### config.mk
export PLATFORM = sky130hd
export DESIGN_NAME = control_state_fsm
export DESIGN_NICKNAME = d
export VERILOG_FILES = /design/src/rtl/control_state_fsm.sv
export SDC_FILE = /design/constraint.sdc
export NUM_CORES = 1
export LEC_CHECK = 0
export BUFFER_PORTS_ARGS = -buffer_cell sky130_fd_sc_hd__buf_2
export CAP_MARGIN = 40
export CORE_ASPECT_RATIO = 0.6
export CORE_MARGIN = 4
export CORE_UTILIZATION = 40
export CTS_CLUSTER_SIZE = 8
export DETAILED_ROUTE_END_ITERATION = 7
export SKIP_LAST_GASP = 1
export SLEW_MARGIN = 20
export SYNTH_ARGS = -nofsm -noshare
export SYNTH_HDL_FRONTEND = slang
export SYNTH_SLANG_ARGS = --single-unit
export TNS_END_PERCENT = 20
### constraint.sdc
create_clock -name CLK -period 3.62 [get_ports CLK]
set_input_delay 1.086 -clock CLK [delete_from_list [all_inputs] [get_ports CLK]]
set_output_delay 1.086 -clock CLK [all_outputs]
set_load 0.05 [all_outputs]
### src/rtl/control_state_fsm.sv
// control_state_fsm: multi-cycle CPU control sequencer with retire/halt/illegal tracking and cycle/instruction counters
module control_state_fsm (
   input  logic        CLK,
   input  logic        Reset,
   input  logic        Run,
   input  logic [5:0]  Opcode,
   output logic [2:0]  State,
   output logic        InsDone,
   output logic        Halted,
   output logic        IllegalOp,
   output logic [31:0] CycleCnt,
   output logic [31:0] InsCnt
);
   typedef enum logic [2:0] {
      S_IF  = 3'b000,
      S_ID  = 3'b001,
      S_EXE = 3'b010,
      S_WB  = 3'b011,
      S_MEM = 3'b100
   } state_t;
   localparam logic [5:0] OP_ADD  = 6'b000000, OP_SUB  = 6'b000001, OP_ADDI = 6'b000010,
                          OP_OR   = 6'b010000, OP_AND  = 6'b010001, OP_ORI  = 6'b010010,
                          OP_SLL  = 6'b011000, OP_SLT  = 6'b100110, OP_SLTI = 6'b100111,
                          OP_SW   = 6'b110000, OP_LW   = 6'b110001, OP_BEQ  = 6'b110100,
                          OP_BNE  = 6'b110101, OP_BGTZ = 6'b110110, OP_J    = 6'b111000,
                          OP_JR   = 6'b111001, OP_JAL  = 6'b111010, OP_HALT = 6'b111111;
   state_t state_q, state_d;
   logic   is_alu, is_br, is_mem, is_jmp, retire, illegal, halt_ret, adv;
   assign is_alu   = Opcode inside {OP_ADD, OP_SUB, OP_ADDI, OP_OR, OP_AND, OP_ORI, OP_SLL, OP_SLT, OP_SLTI};
   assign is_br    = Opcode inside {OP_BEQ, OP_BNE, OP_BGTZ};
   assign is_mem   = Opcode inside {OP_LW, OP_SW};
   assign is_jmp   = Opcode inside {OP_J, OP_JR, OP_JAL, OP_HALT};
   assign halt_ret = (state_q == S_ID) && (Opcode == OP_HALT);
   assign adv      = Run && !Halted;
   assign State    = state_q;
   // next state, retire strobe and illegal detection from current state and opcode
   always_comb begin
      state_d = S_IF;
      retire  = 1'b0;
      illegal = 1'b0;
      case (state_q)
         S_IF:  state_d = S_ID;
         S_ID: begin
            state_d = (is_alu || is_br || is_mem) ? S_EXE : S_IF;
            retire  = is_jmp;
            illegal = !(is_alu || is_br || is_mem || is_jmp);
         end
         S_EXE: begin
            state_d = is_alu ? S_WB : is_mem ? S_MEM : S_IF;
            retire  = is_br;
            illegal = !(is_alu || is_br || is_mem);
         end
         S_MEM: begin
            state_d = (Opcode == OP_LW) ? S_WB : S_IF;
            retire  = (Opcode == OP_SW);
         end
         S_WB:  retire = 1'b1;
         default: illegal = 1'b1;
      endcase
   end
   // state, sticky flags and counters; everything holds unless advancing
   always_ff @(posedge CLK) begin
      if (Reset) begin
         state_q   <= S_IF;
         InsDone   <= 1'b0;
         Halted    <= 1'b0;
         IllegalOp <= 1'b0;
         CycleCnt  <= '0;
         InsCnt    <= '0;
      end else if (adv) begin
         state_q   <= state_d;
         InsDone   <= retire;
         Halted    <= Halted | halt_ret;
         IllegalOp <= IllegalOp | illegal;
         CycleCnt  <= CycleCnt + 32'd1;
         InsCnt    <= InsCnt + {31'd0, retire};
      end else begin
         InsDone   <= 1'b0;
      end
   end
endmodule

==> metrics, run 1 <==
Warnings, synthesis=0; register area share after synthesis=40.0%; Area after DPL=0.00402 mm2; total wire length=8630 um; clk sinks=70; antenna viol nets, final=0; top post-synthesis cells by count=nor2_1 (78), dfxtp_1 (70), nand2_1 (31); ys flop type=dfxtp_1; critical path peak fanout=6; post-layout util=50.6%; core footprint=0.00852 mm2; die width=129 um; H-tree depth=3; via count=3123; CP endpoint kind=flip-flop; Hold Vio Cnt, Final=0; Syn Inst Count=410; top cells by area, synth=dfxtp_1 (40%), nor2_1 (8.4%), xnor2_1 (7.0%), xor2_1 (6.3%), nand2_1 (3.3%); post-synthesis cell area=0.00350 mm2; global routing met1 resource utilization=25.1%; clk_lat worst skew=330 ps; ratio of cells with drive above 1 in the final layout=25.6%; final cycle utilization of the critical path=90.5%; post-synth top area share=40.0%; hold buffers post-CTS=0; synthesis-to-layout area growth=23.2%; max frequency=305 MHz; gr usage total=17.4%; Hold Crit Class=flip-flop to flip-flop; Slew Limit Fails=0; io pins=79; Post CTS Setup Buffer Count=0; crit path kind=primary input to flip-flop; critical path data arrival time=3500 ps; Final Non-Filler Cells=604; Slew @ Worst Pin=729 ps; Max IR drop VDD=0.000260 V; drt pass-1 iters=4; setup TNS=0 ps; Resized cells post-CTS=0; num rows=26; pwr/cell area=396 mW/mm2; Final Net Count=500; initial antenna violation count=0; final non-filler cell area=0.00431 mm2; Num CTS Buffers=9; max cap viols=0; Placed Cells=588; Critical Path RT=3840 ps; synthesized flop and latch total=70; status=finished, final reports clean; post-DP HPWL=6400 um; Slew headroom=50.9%; cell taking the most area after synthesis=dfxtp_1; Multi-input gate area=0.00197 mm2; met2 usage=24.6%; Routed WL per cell=14.3 um; port bufs=78; first-pass GRT wire length=14400 um; number of fillers in the final layout=848; Initial DRC Count=182; gpl congestion=0.839; count of cell types in the netlist=50; share of synthesized registers carrying an async set or reset=0%; most common cell in the synthesized netlist=nor2_1; starting density of the core=41.1%; clock buffer depth=2; gr busiest metal=met1; clk slew on worst S/H paths=50 ps; number of flops mapped to enable cells by yosys=0; Startpoint Class=primary input; clock skew=4.14 ps; die outline height=80.5 um; Syn Nets=422; vias in the first global route=2816; CTS tree=built; GR Util met3=4.98%; n_diodes=0; root buffer cell=clkbuf_16; Leak=0.00176 uW; Synth Area per Inst=8.54 um2; total grt overflow=0; Setup-failing EPs final=0; DRC Markers=0; largest net degree at the start of global routing=36; Avg Vias per Cell=5.17; Die ar.=0.0104 mm2; unrepaired setup endpoints after global routing=no; total power=1710 uW; register area=0.00140 mm2; min Tclk post-route=3280 ps
final timing paths:
check | start | endpoint | slack [ps] | depth (start not counted)
max | Opcode[3] | InsCnt[14] | 340 | 11
min | InsCnt[0] | InsCnt[0] | 500 | 2
max reg2reg | State[0] | InsCnt[14] | 840 | 9
min reg2reg | InsCnt[0] | InsCnt[0] | 500 | 2
flip-flops by register name, summed over array words and instances (netlist names):
name       count
InsCnt        32
InsDone        1
CycleCnt      32
State          3
IllegalOp      1
Halted         1
where the power goes:
group | leakage [uW] | internal, uW | total, uW | switching (uW)
logic | 0.00105 | 26.3 | 84.0 | 57.6
clock network | 0.000142 | 535 | 840 | 305
registers | 0.000564 | 776 | 783 | 7.11
metal layers:
| layer | share of wire, % | wire length, um | up-vias |
|---|---|---|---|
| li1 | - | - | 1572 |
| met1 | 51 | 4430 | 1468 |
| met2 | 41 | 3580 | 72 |
| met3 | 5.8 | 504 | 11 |
| met4 | 1.3 | 116 | 0 |
| met5 | 0 | 0 | - |
through the flow:
| step | setup WS [ps] | hold slack [ps] |
|---|---|---|
| floorplan | 191 | 702 |
| global placement | 22.3 | 477 |
| detailed placement | -7.74 | 497 |
| CTS | 339 | 504 |
| global route | 104 | 526 |
| finish | 344 | 496 |
cells by family (layout without fill, tap and decap cells):
group / Yosys count / count (layout) / share of synthesized area [%]
flops: 70 / 70 / 40.0
compound gates: 30 / 30 / 5.86
fa+ha+maj: 3 / 3 / 1.07
xor+xnor: 53 / 53 / 13.3
buf+inv: 30 / 112 / 3.54
simple gates: 218 / 218 / 34.3
mux: 6 / 6 / 1.89
critical path: stages:
cell and delay (ps):
buf_2 120, nand3b_1 170, or4_1 430, o32ai_1 220
and2_1 220, ha_1 190, nand2_1 100, or3_1 460
nor4_1 280, xnor2_1 170, nor2_1 50
placed cells by master, fill, tap and decap left out, drive strengths merged, types with 9 or more instances in the layout:
cell type   n
buf        88
nor2       78
dfxtp      70
nand2      32
xnor2      28
xor2       25
nand3      20
nand4      18
clkbuf     15
nor3       13
and4       10
nor4       10
and3        9
a21oi       9
inv         9
area by class of cell:
type	count	share of cell area, %
flip-flops and latches	70	32.5
multi-input cells	310	45.8
clock buffers	15	6.67
inverters	9	0.783
repair buffers	88	11.0
well taps	112	3.25
(Power assumes the default switching activity.)
==> run 2: changes to the inputs <==
--- a/config.mk
+++ b/config.mk
@@ -10,11 +10,10 @@
 export CORE_ASPECT_RATIO = 0.6
 export CORE_MARGIN = 4
 export CORE_UTILIZATION = 40
-export CTS_CLUSTER_SIZE = 8
+export CTS_CLUSTER_SIZE = 14
 export DETAILED_ROUTE_END_ITERATION = 7
 export SKIP_LAST_GASP = 1
 export SLEW_MARGIN = 20
 export SYNTH_ARGS = -nofsm -noshare
 export SYNTH_HDL_FRONTEND = slang
 export SYNTH_SLANG_ARGS = --single-unit
-export TNS_END_PERCENT = 20
==> constraint.sdc (replaced) <==
create_clock -name CLK -period 3.3 [get_ports CLK]
set_input_delay 0.99 -clock CLK [delete_from_list [all_inputs] [get_ports CLK]]
set_output_delay 0.99 -clock CLK [all_outputs]
set_load 0.05 [all_outputs]
==> run 2 against run 1 <==
- via count grew 1.5%
- sequential power grew 9.6%
- sequential share of layout area shrank 0.90 points
- die area is the same
- clock-buffer cell count shrank 3
- cell count grew 1.7%
- hold slack is essentially flat
- critical path type unchanged
- critical endpoint is now InsCnt[26]
- largest cell class unchanged
==> metrics, run 2 (synthesis results as in run 1) <==
hold buffers post-CTS=0 (unchanged); initial antenna violation count=0 (unchanged); core footprint=0.00852 mm2 (unchanged); gr usage total=17.7% (+0.34 points); max frequency=323 MHz; leading cell type in the layout, fill and taps excluded=nor2_1; Slew Limit Fails=0 (unchanged); Hold Vio Cnt, Final=0 (unchanged); ratio of cells with drive above 1 in the final layout=28.1% (+2.5 points); clk sinks=70 (unchanged); via count=3171 (+1.5%); die outline height=80.5 um (unchanged); vias in the first global route=2884 (+2.4%); min Tclk post-route=3100 ps; Setup-failing EPs final=0 (unchanged); gpl congestion=0.794 (-5.4%); Startpoint Class=primary input; pwr/cell area=449 mW/mm2 (+13%); max cap viols=0 (unchanged); num rows=26 (unchanged); Avg Vias per Cell=5.16 (-0.12%); CTS tree=built; Die ar.=0.0104 mm2 (unchanged); Leak=0.00182 uW (+3.7%); antenna viol nets, final=0 (unchanged); port bufs=78 (unchanged); number of fillers in the final layout=839 (-1.1%); setup TNS=0 ps (unchanged); Routed WL per cell=14.5 um (+1.2%); post-DP HPWL=6410 um (+0.14%); Initial DRC Count=187 (+2.7%); Final Non-Filler Cells=614 (+1.7%); io pins=79 (unchanged); clk_lat worst skew=330 ps (about the same); crit path kind=primary input to flip-flop; Slew headroom=45.9% (-5.0 points); final cycle utilization of the critical path=93.9%; clock skew=3.76 ps (-0.380 ps); starting density of the core=41.1% (unchanged); synthesis-to-layout area growth=26.7%; largest net degree at the start of global routing=67 (+86%); drt pass-1 iters=4 (unchanged); unrepaired setup endpoints after global routing=no; Critical Path RT=3510 ps (-330 ps); Max IR drop VDD=0.000272 V (+4.4%); root buffer cell=clkbuf_16; critical path peak fanout=4 (-2); clk slew on worst S/H paths=50 ps (about the same); clock buffer depth=2 (unchanged); total power=1990 uW (+17%); n_diodes=0 (unchanged); DRC Markers=0 (unchanged); Placed Cells=598 (+1.7%); H-tree depth=3 (unchanged); Slew @ Worst Pin=805 ps (+75.9 ps); status=finished, final reports clean; CP endpoint kind=flip-flop; Final Net Count=509 (+1.8%); critical path data arrival time=3310 ps (-190 ps); first-pass GRT wire length=14600 um (+1.7%); commonest cells after routing, fill and taps aside=nor2_1 (78), buf_2 (77), dfxtp_1 (70); Num CTS Buffers=9 (unchanged); total grt overflow=0 (unchanged); Hold Crit Class=flip-flop to flip-flop; die width=129 um (unchanged); total wire length=8880 um (+2.9%)
## run 2: repair_timing
action	CTS	global route
resized for setup	0	2
endpoints found under the setup margin	0	5
buffers inserted	0	0
## run 2: stage by stage
step / setup WS (ps) / hold WS [ps] / util [%] / instance area [um2]
5_1_grt: 31.9 / 524 / 52.0 / 4440
3_3_place_gp: -128 / 482 / 48.2 / 4110
2_1_floorplan: 2.14 / 702 / - / 3520
3_5_place_dp: -197 / 495 / 48.2 / 4110
6_report: 201 / 497 / 52.0 / 4440
4_1_cts: 137 / 502 / 51.9 / 4420
## run 2: routing by layer
layer | vias to the layer above | global-route usage, % | wire length, um
li1 | 1597 | - | -
met4 | 0 | 4.72 | 68
met2 | 70 | 25.8 | 3790
met3 | 10 | 4.98 | 403
met1 | 1494 | 25.5 | 4610
met5 | - | 0 | 0
## run 2: layout make-up
type | count | area, um2 | share of cell area, %
flip-flops and latches | 70 | 1400 | 31.6
clock inverters | 4 | 70.1 | 1.58
inverters | 9 | 33.8 | 0.762
multi-input cells | 310 | 2010 | 45.3
well taps | 112 | 140 | 3.16
repair buffers | 97 | 536 | 12.1
clock buffers | 12 | 246 | 5.56
## run 2: final timing paths
path	slack (ps)	endpoint	start	cells after the start
max	200	InsCnt[26]	Opcode[3]	11
min	500	InsCnt[0]	InsCnt[0]	2
max reg2reg	610	InsCnt[26]	State[0]	9
min reg2reg	500	InsCnt[0]	InsCnt[0]	2
## run 2: where the power goes
part           leakage (uW)  switching (uW)  internal [uW]
combinational       0.00110            65.3           31.5
clock              0.000157             354            680
sequential         0.000564            7.84            850
## run 2: worst max-delay path: stages
cell      delay [ps]
buf_2            100
nand3b_1         180
or4_1            440
o32ai_1          220
and2_1           220
ha_1             180
nand2_1          100
nor3_4           190
and3_1           280
nand4_1          130
mux2_2           280
==> run 3: changes to the inputs <==
--- a/config.mk
+++ b/config.mk
@@ -8,7 +8,6 @@
 export BUFFER_PORTS_ARGS = -buffer_cell sky130_fd_sc_hd__buf_2
 export CAP_MARGIN = 40
 export CORE_ASPECT_RATIO = 0.6
-export CORE_MARGIN = 4
 export CORE_UTILIZATION = 40
 export CTS_CLUSTER_SIZE = 14
 export DETAILED_ROUTE_END_ITERATION = 7
==> constraint.sdc (replaced) <==
create_clock -name CLK -period 2.55 [get_ports CLK]
set_input_delay 0.765 -clock CLK [delete_from_list [all_inputs] [get_ports CLK]]
set_output_delay 0.765 -clock CLK [all_outputs]
set_load 0.02 [all_outputs]
==> run 3 against run 2 <==
- combinational power grew 33%
- die area shrank 12%
- the run now ends with setup timing left
- clock power grew 32%
- clock-buffer cell count shrank 1
- via count grew 2.4%
- routed wire length grew 1.6%
- non-clock buffer count grew 23
- sequential power grew 29%
- utilization grew 4.7 points
- hold slack gained 17 ps
- clock skew grew 3.7 ps
==> metrics, run 3 (synthesis results as in run 1) <==
final cycle utilization of the critical path=113%; r2r worst-path depth=10 (+1); final non-filler cell area=0.00482 mm2 (+8.6%); synthesis-to-layout area growth=37.6%; clk sinks=70 (unchanged); die outline height=74.5 um (-7.5%); n_diodes=0 (unchanged); gpl congestion=0.851 (+7.1%); total wire length=9020 um (+1.6%); unrepaired setup endpoints after global routing=yes; Startpoint Class=primary input; gr usage total=20.2% (+2.4 points); Final Non-Filler Cells=636 (+3.6%); pwr/cell area=539 mW/mm2 (+20%); Hold Vio Cnt, Final=0 (unchanged); Initial DRC Count=168 (-10%); first-pass GRT wire length=14200 um (-2.8%); Placed Cells=609 (+1.8%); total grt overflow=0 (unchanged); commonest cells after routing, fill and taps aside=buf_2 (77), nor2_1 (76), dfxtp_1 (70); die width=123 um (-4.7%); setup TNS=-6150 ps (-6150 ps); Slew @ Worst Pin=645 ps (-160 ps); critical path data arrival time=3090 ps (-220 ps); DRC Markers=0 (unchanged); clk_lat worst skew=330 ps (about the same); Leak=0.00205 uW (+12%); clock skew=7.46 ps (+3.70 ps); Avg Vias per Cell=5.10 (-1.2%); violated checks=setup timing; initial antenna violation count=0 (unchanged); status=complete, but fails checks; Die ar.=0.00914 mm2 (-12%); core footprint=0.00849 mm2 (-0.38%); Final Worst Setup Slack=-330 ps (-530 ps); Num CTS Buffers=9 (unchanged); leading cell type in the layout, fill and taps excluded=buf_2; max frequency=347 MHz; root buffer cell=clkbuf_16; drt pass-1 iters=4 (unchanged); post-DP HPWL=6300 um (-1.7%); largest net degree at the start of global routing=34 (-49%); Setup-failing EPs final=28 (+28); critical path peak fanout=6 (+2); hold buffers post-CTS=0 (unchanged); Slew Limit Fails=0 (unchanged); Final Net Count=532 (+4.5%); Area after DPL=0.00421 mm2 (+2.5%); CP endpoint kind=flip-flop; Critical Path RT=2760 ps (-750 ps); vias in the first global route=2880 (-0.14%); hold depth=2 (unchanged); port bufs=78 (unchanged); Max IR drop VDD=0.000321 V (+18%); Routed WL per cell=14.2 um (-1.9%); antenna viol nets, final=0 (unchanged); num rows=26 (unchanged); ratio of cells with drive above 1 in the final layout=35.9% (+7.8 points); H-tree depth=3 (unchanged); via count=3246 (+2.4%); min Tclk post-route=2880 ps; CTS tree=built; crit path kind=primary input to flip-flop; Slew headroom=56.9% (+11 points); io pins=79 (unchanged); clock buffer depth=2 (unchanged); starting density of the core=41.2% (+0.16 points); max cap viols=0 (unchanged); Hold Crit Class=flip-flop to flip-flop; clk slew on worst S/H paths=50 ps (about the same)
[run 3: what timing repair did]
item	4_1_cts	5_1_grt
resized for setup	18	25
setup endpoints to repair	28	28
buffers inserted	7	10
pin swaps	6	15
[run 3: metrics by stage]
stage | total power, uW | hold slack [ps] | worst slack [ps] | utilization, %
2_1_floorplan | 1200 | 564 | -480 | -
3_3_place_gp | 1250 | 488 | -687 | 49.6
3_5_place_dp | 1250 | 498 | -704 | 49.6
6_report | 2600 | 514 | -330 | 56.7
5_1_grt | 2680 | 547 | -398 | 56.7
4_1_cts | 2620 | 511 | -216 | 55.0
[run 3: critical path, stage by stage]
cell and delay [ps]:
buf_6 90, nand3b_1 160, or4_4 450, o32ai_2 230
and2_4 230, ha_4 160, nand2_4 60, or3_4 410
buf_4 170, nor4_4 130, xnor2_1 160, nor2_1 70
[run 3: worst paths after layout]
check / start / end / slack (ps)
setup / recovery: Opcode[3] / InsCnt[14] / -330
hold / removal: IllegalOp / IllegalOp / 510
setup reg to reg: State[0] / InsCnt[14] / -50
hold reg to reg: IllegalOp / IllegalOp / 510
[run 3: cell type report]
type,instances,area [um2]
inverters,9,33.8
flip-flops and latches,70,1400
clock buffers,11,253
well taps,112,140
multi-input cells,310,2180
fillers,775,3670
clock inverters,4,70.1
repair buffers,120,734
[run 3: report_power, final]
| group | total [uW] | internal, uW | switching (uW) | leakage (uW) |
|---|---|---|---|---|
| logic | 129 | 53.0 | 76.4 | 0.00132 |
| registers | 1110 | 1100 | 6.97 | 0.000564 |
| clock network | 1360 | 900 | 459 | 0.000161 |
[run 3: layer usage]
metal / vias to the layer above / global-route usage [%] / share of wire (%)
li1: 1647 / - / -
met5: - / 0 / 0
met4: 0 / 6.10 / 0.82
met1: 1527 / 27.5 / 51
met2: 65 / 30.6 / 44
met3: 7 / 6.06 / 4.8
